$ cat src/rtl/vga_stream_tx.sv
`timescale 1ns/1ps
`default_nettype none
// ============================================================================
// Module   : vga_stream_tx
// Brief    : Parametrised VGA timing generator that drains {r,g,b} pixels from
//            a valid/ready stream framed by a start-of-frame flag.
// Revision : 1.0 - initial release
// ============================================================================
module vga_stream_tx #(
    parameter int RD     = 5,
    parameter int GD     = 6,
    parameter int BD     = 5,
    parameter int H_ACT  = 640,
    parameter int H_FP   = 16,
    parameter int H_SYNC = 96,
    parameter int H_BP   = 48,
    parameter int V_ACT  = 480,
    parameter int V_FP   = 10,
    parameter int V_SYNC = 2,
    parameter int V_BP   = 33,
    parameter bit HS_POL = 1'b0,
    parameter bit VS_POL = 1'b0,
    parameter logic [RD+GD+BD-1:0] UNDER_RGB = '0
) (
    input  logic                  clk,
    input  logic                  rst,
    input  logic [RD+GD+BD-1:0]   s_data,
    input  logic                  s_valid,
    input  logic                  s_sof,
    output logic                  s_ready,
    output logic [RD-1:0]         R,
    output logic [GD-1:0]         G,
    output logic [BD-1:0]         B,
    output logic                  HSync,
    output logic                  VSync,
    output logic                  de,
    output logic                  locked,
    output logic [15:0]           under_cnt,
    output logic [7:0]            desync_cnt
);

    localparam int c_W     = RD + GD + BD;
    localparam int c_H_TOT = H_ACT + H_FP + H_SYNC + H_BP;
    localparam int c_V_TOT = V_ACT + V_FP + V_SYNC + V_BP;
    localparam int c_HW    = $clog2(c_H_TOT);
    localparam int c_VW    = $clog2(c_V_TOT);

    localparam logic [c_HW-1:0] c_H_LAST   = c_HW'(c_H_TOT - 1);
    localparam logic [c_HW-1:0] c_H_ACT    = c_HW'(H_ACT);
    localparam logic [c_HW-1:0] c_HS_BEG   = c_HW'(H_ACT + H_FP);
    localparam logic [c_HW-1:0] c_HS_END   = c_HW'(H_ACT + H_FP + H_SYNC);
    localparam logic [c_VW-1:0] c_V_LAST   = c_VW'(c_V_TOT - 1);
    localparam logic [c_VW-1:0] c_V_ACT    = c_VW'(V_ACT);
    localparam logic [c_VW-1:0] c_VS_BEG   = c_VW'(V_ACT + V_FP);
    localparam logic [c_VW-1:0] c_VS_END   = c_VW'(V_ACT + V_FP + V_SYNC);

    localparam logic [1:0] c_ST_SEEK   = 2'd0;
    localparam logic [1:0] c_ST_ARMED  = 2'd1;
    localparam logic [1:0] c_ST_STREAM = 2'd2;

    logic [c_HW-1:0] r_h;
    logic [c_VW-1:0] r_v;
    logic [1:0]      r_state;
    logic [1:0]      w_state_nxt;
    logic [c_W-1:0]  r_pix;
    logic            r_de;
    logic            r_hs;
    logic            r_vs;
    logic [15:0]     r_under;
    logic [7:0]      r_desync;

    logic            w_active;
    logic            w_origin;
    logic            w_hs_on;
    logic            w_vs_on;
    logic            w_ready;
    logic            w_de_nxt;
    logic [c_W-1:0]  w_pix_nxt;
    logic            w_under_inc;
    logic            w_desync_inc;

    assign w_active = (r_h < c_H_ACT) && (r_v < c_V_ACT);
    assign w_origin = (r_h == '0) && (r_v == '0);
    assign w_hs_on  = (r_h >= c_HS_BEG) && (r_h < c_HS_END);
    assign w_vs_on  = (r_v >= c_VS_BEG) && (r_v < c_VS_END);

    // Free-running raster position; restarts at (0,0) on reset.
    always_ff @(posedge clk or negedge rst) begin
        if (!rst) begin
            r_h <= '0;
            r_v <= '0;
        end else if (r_h == c_H_LAST) begin
            r_h <= '0;
            r_v <= (r_v == c_V_LAST) ? '0 : r_v + 1'b1;
        end else begin
            r_h <= r_h + 1'b1;
        end
    end

    always_ff @(posedge clk or negedge rst) begin
        if (!rst) begin
            r_state <= c_ST_SEEK;
        end else begin
            r_state <= w_state_nxt;
        end
    end

    always_comb begin
        w_state_nxt  = r_state;
        w_ready      = 1'b0;
        w_de_nxt     = 1'b0;
        w_pix_nxt    = '0;
        w_under_inc  = 1'b0;
        w_desync_inc = 1'b0;
        case (r_state)
            c_ST_SEEK: begin
                // The SOF beat is left on the bus for ARMED to take at (0,0).
                w_ready = ~(s_valid & s_sof);
                if (s_valid && s_sof) begin
                    w_state_nxt = c_ST_ARMED;
                end
            end
            c_ST_ARMED: begin
                if (w_origin) begin
                    w_ready  = 1'b1;
                    w_de_nxt = 1'b1;
                    if (s_valid) begin
                        w_pix_nxt   = s_data;
                        w_state_nxt = c_ST_STREAM;
                    end else begin
                        w_pix_nxt   = UNDER_RGB;
                        w_under_inc = 1'b1;
                    end
                end
            end
            c_ST_STREAM: begin
                if (w_active) begin
                    w_de_nxt = 1'b1;
                    w_ready  = ~(s_sof & s_valid & ~w_origin);
                    if (!s_valid) begin
                        w_pix_nxt   = UNDER_RGB;
                        w_under_inc = 1'b1;
                    end else if (s_sof && !w_origin) begin
                        // Early SOF: keep it and re-align at the next frame start.
                        w_pix_nxt    = UNDER_RGB;
                        w_desync_inc = 1'b1;
                        w_state_nxt  = c_ST_ARMED;
                    end else if (!s_sof && w_origin) begin
                        w_pix_nxt    = UNDER_RGB;
                        w_desync_inc = 1'b1;
                        w_state_nxt  = c_ST_SEEK;
                    end else begin
                        w_pix_nxt = s_data;
                    end
                end
            end
            default: begin
                w_state_nxt = c_ST_SEEK;
            end
        endcase
    end

    // Single output register stage: pins lag the raster position by one clock.
    always_ff @(posedge clk or negedge rst) begin
        if (!rst) begin
            r_pix    <= '0;
            r_de     <= 1'b0;
            r_hs     <= ~HS_POL;
            r_vs     <= ~VS_POL;
            r_under  <= '0;
            r_desync <= '0;
        end else begin
            r_pix <= w_pix_nxt;
            r_de  <= w_de_nxt;
            r_hs  <= w_hs_on ? HS_POL : ~HS_POL;
            r_vs  <= w_vs_on ? VS_POL : ~VS_POL;
            if (w_under_inc && (r_under != 16'hFFFF)) begin
                r_under <= r_under + 16'd1;
            end
            if (w_desync_inc && (r_desync != 8'hFF)) begin
                r_desync <= r_desync + 8'd1;
            end
        end
    end

    assign s_ready    = w_ready & rst;
    assign R          = r_pix[c_W-1 -: RD];
    assign G          = r_pix[GD+BD-1 -: GD];
    assign B          = r_pix[BD-1:0];
    assign HSync      = r_hs;
    assign VSync      = r_vs;
    assign de         = r_de;
    assign locked     = (r_state == c_ST_STREAM);
    assign under_cnt  = r_under;
    assign desync_cnt = r_desync;

endmodule

`default_nettype wire

$ cat config.mk
export PLATFORM = sky130hd
export DESIGN_NAME = vga_stream_tx
export DESIGN_NICKNAME = d
export VERILOG_FILES = /design/src/rtl/vga_stream_tx.sv
export SDC_FILE = /design/constraint.sdc
export NUM_CORES = 1
export LEC_CHECK = 0
export CORE_ASPECT_RATIO = 1.2
export CORE_MARGIN = 8
export CORE_UTILIZATION = 51
export DETAILED_ROUTE_END_ITERATION = 8
export GPL_TIMING_DRIVEN = 0
export MAX_ROUTING_LAYER = met4
export PLACE_DENSITY = 0.86
export SLEW_MARGIN = 0
export SYNTH_ARGS = -nofsm -noshare
export SYNTH_HDL_FRONTEND = slang
export SYNTH_SLANG_ARGS = --single-unit
export TNS_END_PERCENT = 50
$ cat constraint.sdc
create_clock -name clk -period 2.8 [get_ports clk]
set_input_delay 0.56 -clock clk [delete_from_list [all_inputs] [get_ports clk]]
set_output_delay 0.56 -clock clk [all_outputs]
set_load 0.05 [all_outputs]
Word level (Yosys, flattened, before mapping)
Index checks and enable logic that the tools add are counted.
Operators by class
  eq/ne operators: 12
  shift-type cells: 0
  multipliers: 0
  mux-type cells: 33
  order comparisons: 6
  divide/modulo/power cells: 0
  reduce and logical (&&, ||, !) cells: 15
  bitwise logic cells: 6
  $add $sub $neg: 4
Operators by type and width (count)
  16-bit two-way mux: 6
  16-bit one-hot mux with 2 select lines: 1
  10-bit by 1-bit adder with 10-bit output (second input constant): 2
  10-bit equality test (second input constant): 2
  10-bit zero test: 2
  10-bit less-than comparator (second input constant): 2
  10-bit by 9-bit less-than comparator with 1-bit output (second input constant): 2
  10-bit two-way mux: 2
  16-bit by 1-bit adder with 16-bit output (second input constant): 1
  16-bit != test (second input constant): 1
  2-bit two-way mux: 7
  1-bit two-way mux: 13
  10-bit greater-or-equal comparator (second input constant): 1
  10-bit by 9-bit greater-or-equal comparator with 1-bit output (second input constant): 1
  1-bit logical AND: 9
  8-bit by 1-bit adder with 8-bit output (second input constant): 1
  2-bit != test (second input constant): 4
  8-bit != test (second input constant): 1
  2-bit one-hot mux with 3 select lines: 1
  6-bit AND reduction: 1
  1-bit one-hot mux with 2 select lines: 2
  1-bit AND: 3
  3-bit by 1-bit != test with 1-bit output (second input constant): 1
  1-bit NOT: 3
  other kinds (6): 7
Storage, ports and cells
  ROM bits: 0
  output and inout port bits: 45
  logic and storage cells: 85
  input port bits: 20
  flip-flop bits (word level): 65
  memories kept: 0
  bits in latches: 0
  bits in writable memories: 0

Depth between registers and ports, before layout
Gate-level depths: netlist (run 1).
  depth in word-level cells: 9
  mapped depth: 11
  gate-level depth less buffers: 11

Least setup slack after synthesis (run 1)
No wires, ideal clock.
  path type: flip-flop to output port
  start point: register r_state[0]
  end point: output port s_ready
  arrival: 2.187 ns
  slack: 0.053 ns
  required time: 2.240 ns
  stages on the path, launching flop included: 6
  path through: dfrtp_1 inv_1 ha_1 and3_1 o21ai_0 a21oi_1
Between the ends
  longest elaborated chain between the ends: 3
  elaborated cells between the ends (all ways): 5
Ends and longest elaborated chain
  from (decl): line 63  | logic [1:0] r_state;
  from (signal assigned): line 102  | r_state <= c_ST_SEEK;
  from (signal assigned): line 104  | r_state <= w_state_nxt;
  2-bit equality test
  via locked: line 37  | output logic locked,
  1-bit one-hot mux with 3 select lines: line 115  | case (r_state)
  1-bit AND: line 186  | assign s_ready = w_ready & rst;
  to (decl): line 30  | output logic s_ready,
The timed path passes the listed nets, and every way through them passes these cells.

Worst setup path in the final report (run 1)
  start point: register r_h[5]
  end point: output port s_ready
Between the ends
  longest elaborated chain between the ends: 8
  elaborated cells between the ends (all ways): 11
Ends and longest elaborated chain
  from (decl): line 61  | logic [c_HW-1:0] r_h;
  from (signal assigned): line 96  | r_h <= r_h + 1'b1;
  branches (longest 6 deep; another with 10-bit less-than comparator)
  1-bit one-hot mux with 3 select lines *: line 115
  1-bit AND *: line 186
Every way passes the cells marked *.

==> results.cfg, run 1 <==
[floorplanning]
die-area_um2 = 8730
rows = 31
io_pins = 65
core_um2 = 5900
initial_core_util_pct = 51.8
die_height_um = 101
chipWidth_um = 86.7

[sta]
hold_viol = 0
max_clock_freq_ghz = 0.378
maxSlewViolCount = 0
fin_skew_ps = 4.87
hold_ws_ps = 307
finalCriticalPeriod_ps = 2650
worst_slew_pin_slew_ps = 796
slew_headroom_pct = 47.0
finalCritPeriodShare_pct = 94.5
fin_setup_tns_ps = 0
setup_viol = 0

[logic_synthesis]
synth_edf_count = 0
async_flop_share_pct = 100
syn_nets = 312
synthDistinctLibCells = 49
syn_inst = 280
synth_ff_type = dfrtp_1
synth-seq-cells = 65
syn-cell-area_um2 = 3060
ys_seq_area_share_pct = 53.3
yosys_warnings = 0
synth_area_per_cell_um2 = 10.9

[hold_path]
hp-class = in2async

[run_status]
status = complete, no violations

[setup_path]
worst_setup_path_end_kind = output pin
cp_max_fo = 6
required_ps = 2240
cp-startpoint = r_h[5]$_DFF_PN0_
arrival_ps = 2090
cp-start-kind = flop
r2r-start = r_h[5]$_DFF_PN0_
critical_path_class = reg2out

[finish]
layout_common_cells = 63 x dfrtp_1, 62 x clkdlybuf4s50_1, 31 x nand2_1, 23 x nor2_1, 18 x xnor2_1
syn_to_final_growth_pct = 32.5
nNetsFinal = 389
drive_gt1_share_pct = 10.8
final_util_pct = 68.7
diodes = 0
layout_commonest_cell = dfrtp_1

[pwr]
finalPower_mw = 1.91
irDropWorstVdd_v = 0.000291
power.density_nw_per_um2 = 473
leakagePower_nw = 1.89

[clock_network]
cts_tree = built
cts_buffers = 9
insertion_delay_ps = 340
clk_pin_slew_ps = 70
ctsRootBufferMaster = clkbuf_8
cts.htree.levels = 3
cts_buffer_depth = 2
cts.sinks = 65

[placement]
dpl.hpwl_mm = 4.79
port_buffers = 64
gp_congestion = 0.846

[run]
drv_cap = 0

[global_route]
grt_antenna_before_repair = 0
grt_pass1_vias = 2262
grtUsageTotal_pct = 15.1
grt_max_degree = 37
grt_pass1_wl_mm = 10.1
grt_overflow = 0

[drt]
drc_errors = 0
wl_mm = 6.30
drtAntennaViolNets = 0
detail_route.first_pass.iterations = 4
drt_iter0_markers = 81
dr_total_vias = 2304
routed_via_density = 5.20
routedWlPerCell_um = 14.2
state kept, by name, summed over array words and instances (netlist names):
register / count
desync_cnt: 8
r_h: 10
r_state: 2
VSync: 1
r_pix: 16
under_cnt: 16
HSync: 1
r_v: 10
de: 1
metrics by stage:
stage | cell area, um2 | setup slack (ps) | instances
CTS | 4010 | 11.8 | 442
detailed placement | 3810 | -360 | 427
floorplan | 3060 | 52.7 | 280
global route | 4050 | -4.26 | 443
finish | 4050 | 154 | 443
global placement | 3800 | -2040 | 426
kinds of logic (layout without fill, tap and decap cells):
logic type	Yosys count	count (layout)	synth area share, %
buffers and inverters	12	93	1.88
AOI/OAI and AO/OA	22	22	4.67
xor gates and xnor gates	35	35	10.0
adders and majority gates	12	12	4.91
DFF	65	65	53.3
muxes	4	4	1.43
and+or+nand+nor	130	130	23.8
per-layer routing:
layer  up-vias  GRT usage [%]  routed length [um]
met5         -              -                   0
met4         0           9.30                 170
met3        13           3.67                 346
met2        54           25.0                3270
met1      1124           15.9                2520
li1       1113              -                   -
layout make-up:
class                           instances  area, um2
Fill cell                             463       1850
Sequential cell                        65       1630
Multi-Input combinational cell        203       1400
Timing Repair Buffer                   66        661
Clock buffer                           12        155
Tap cell                               82        103
Clock inverter                          3       40.0
Inverter                                8       30.0
Buffer                                  4       27.5
repair_timing:
item / 4_1_cts / 5_1_grt
hold buffers: 0 / 0
endpoints found under the hold margin: 0 / 0
resized for setup: 6 / 7
setup endpoints to repair: 1 / 11
setup buffers: 0 / 1
pin swaps: 0 / 1
worst max-delay path: stages, from the launching register on:
cell and delay (ps):
dfrtp_1 440, nor3_1 430, nand4b_4 190, nor2_4 180, o21ai_0 110, a21oi_1 180, buf_4 220
power breakdown:
| part | switching [mW] | internal, mW | leakage (nW) |
|---|---|---|---|
| combinational | 0.0937 | 0.0752 | 0.908 |
| sequential | 0.0122 | 0.949 | 0.885 |
| clock | 0.331 | 0.452 | 0.102 |
| total | 0.436 | 1.48 | 1.89 |
synth_stat cells, drive strengths merged (3+ instances only):
cell type | count | area, um2
and3 | 8 | 51.3
nor4 | 4 | 61.3
o21ai | 10 | 53.8
dfrtp | 63 | 1580
ha | 12 | 150
xnor2 | 18 | 158
nand4b | 3 | 32.5
nand4 | 11 | 68.8
inv | 8 | 30.0
nor2 | 24 | 92.6
and2 | 17 | 106
buf | 3 | 23.8
a21oi | 4 | 23.8
nand2b | 3 | 18.8
nor3 | 4 | 20.0
nand2 | 31 | 116
mux2 | 3 | 33.8
nand3 | 14 | 70.1
xor2 | 17 | 149
final timing paths:
path	to	slack (ps)	depth (start not counted)
worst max-delay path	s_ready	150	6
worst min-delay path	under_cnt[4]$_DFFE_PN0P_	310	1
worst max register to register	r_pix[15]$_DFF_PN0_	290	9
worst min register to register	under_cnt[9]$_DFFE_PN0P_	480	1
max in group asynchronous	r_pix[2]$_DFF_PN0_	1860	2
min in group clk	under_cnt[9]$_DFFE_PN0P_	480	1
Note: power is estimated with default switching activity, not from simulation.
==> run 2, diff against run 1 <==
==> constraint.sdc (replaced) <==
create_clock -name clk -period 3 [get_ports clk]
set_input_delay 0.6 -clock clk [delete_from_list [all_inputs] [get_ports clk]]
set_output_delay 0.6 -clock clk [all_outputs]
set_load 0.05 [all_outputs]
==> run 2 against run 1 <==
Largest power group unchanged. Cell count shrank 0.23%. Combinational power decreased by 7%. Utilization shrank 0.62 points. Routed wire length shrank 0.84%.
==> results.cfg, run 2 (synthesized netlist as in run 1, its figures left out) <==
[floorplanning]
die-area_um2 = 8730
chipWidth_um = 86.7
die_height_um = 101
initial_core_util_pct = 51.8
rows = 31
core_um2 = 5900
io_pins = 65

[setup_path]
max_stage_delay_ps = 410
critPathSlowestCell = dfrtp_1
path_buf_inv = 2
required_ps = 2400
cp_max_fo = 5
arrival_ps = 2190
critical_path_class = reg2out
critical_path.top_delay_family = simple AND/OR/NAND/NOR gates
worst_setup_path_end_kind = output pin
path_cells = inv_1 -> ha_1 -> nor3b_1 -> nand4b_2 -> nor2_4 -> o21ai_0 -> a21oi_1 -> clkbuf_4
cp-start-kind = flop

[drt]
wl_mm = 6.25
drt_iter0_markers = 75
routedWlPerCell_um = 14.1
drc_errors = 0
dr_total_vias = 2289
drtAntennaViolNets = 0
routed_via_density = 5.18
detail_route.first_pass.iterations = 4

[global_route]
grt_pass1_wl_mm = 10.1
grt_pass1_vias = 2262
grtUsageTotal_pct = 15.1
grt_antenna_before_repair = 0
grt_max_degree = 37
grt_overflow = 0

[sta]
hold_viol = 0
rsz0062_at_grt = false
finalCritPeriodShare_pct = 93.0
fin_skew_ps = 3.97
slew_headroom_pct = 47.1
finalCriticalPeriod_ps = 2790
maxSlewViolCount = 0
worst_slew_pin_slew_ps = 793
max_clock_freq_ghz = 0.358
setup_viol = 0
fin_setup_tns_ps = 0

[finish]
multiInputGateArea_um2 = 1370
diodes = 0
nNetsFinal = 388
regArea_um2 = 1630
drive_gt1_share_pct = 9.72
n_fill_cell = 474
layout_commonest_cell = dfrtp_1
layout_common_cells = 63 x dfrtp_1, 62 x clkdlybuf4s50_1, 31 x nand2_1, 23 x nor2_1, 18 x xnor2_1
syn_to_final_growth_pct = 31.3
stdcell_area_um2 = 4010

[run_status]
status = complete, no violations

[clock_network]
insertion_delay_ps = 340
cts_buffers = 9
clk_pin_slew_ps = 70
cts.htree.levels = 3
cts_buffer_depth = 2
cts_tree = built
cts.sinks = 65
ctsRootBufferMaster = clkbuf_8

[pwr]
irDropWorstVdd_v = 0.000271
finalPower_mw = 1.79
leakagePower_nw = 1.85
power.density_nw_per_um2 = 445

[run]
drv_cap = 0

[placement]
dpl.hpwl_mm = 4.79
gp_congestion = 0.846
port_buffers = 64
place_area_um2 = 3810

[hold_path]
hp-class = in2async
run 2: power by group:
group          switching (mW)  internal (mW)  leakage, nW  total (mW)
sequential             0.0106          0.886        0.885       0.896
clock                   0.309          0.422        0.102       0.731
combinational          0.0878         0.0698        0.866       0.158
run 2: final timing paths:
kind / start / end / slack (ps) / cells past startpoint
min in group clk: under_cnt[9]$_DFFE_PN0P_ / under_cnt[9]$_DFFE_PN0P_ / 490 / 1
worst min-delay path: rst / under_cnt[4]$_DFFE_PN0P_ / 350 / 1
worst max register to register: r_h[1]$_DFF_PN0_ / r_pix[15]$_DFF_PN0_ / 420 / 11
worst max-delay path: r_h[1]$_DFF_PN0_ / s_ready / 210 / 8
worst min register to register: under_cnt[9]$_DFFE_PN0P_ / under_cnt[9]$_DFFE_PN0P_ / 490 / 1
max in group asynchronous: rst / r_pix[2]$_DFF_PN0_ / 2030 / 2
run 2: through the flow:
step | std cells | hold WS (ps) | setup slack [ps] | util (%)
finish | 442 | 346 | 209 | 68.0
global route | 442 | 411 | 14.1 | 68.0
CTS | 442 | 365 | 1.17 | 68.0
detailed placement | 427 | 482 | -240 | 64.7
global placement | 426 | 473 | -1920 | 64.4
floorplan | 280 | 304 | 213 | -
run 2: final cells by class:
class | instances | share of cell area (%)
Multi-Input combinational cell | 203 | 34.2
Tap cell | 82 | 2.56
Inverter | 8 | 0.749
Timing Repair Buffer | 65 | 16.3
Sequential cell | 65 | 40.6
Clock buffer | 12 | 3.87
Clock inverter | 3 | 0.998
Buffer | 4 | 0.686
run 2: routing by layer:
layer  vias to the layer above  global-route usage, %  part of all wire (%)
li1                       1112                      -                     -
met2                        55                   25.0                    52
met3                        15                   3.67                   5.0
met4                         0                   9.30                   2.9
met1                      1107                   15.9                    41
met5                         -                      -                     0
run 2: repair_timing:
action                                  4_1_cts  5_1_grt
buffers inserted                              0        0
hold buffers                                  0        0
endpoints found under the hold margin         0        0
endpoints found under the setup margin        1        1
pin swaps                                     0        0
resized for setup                             3        4
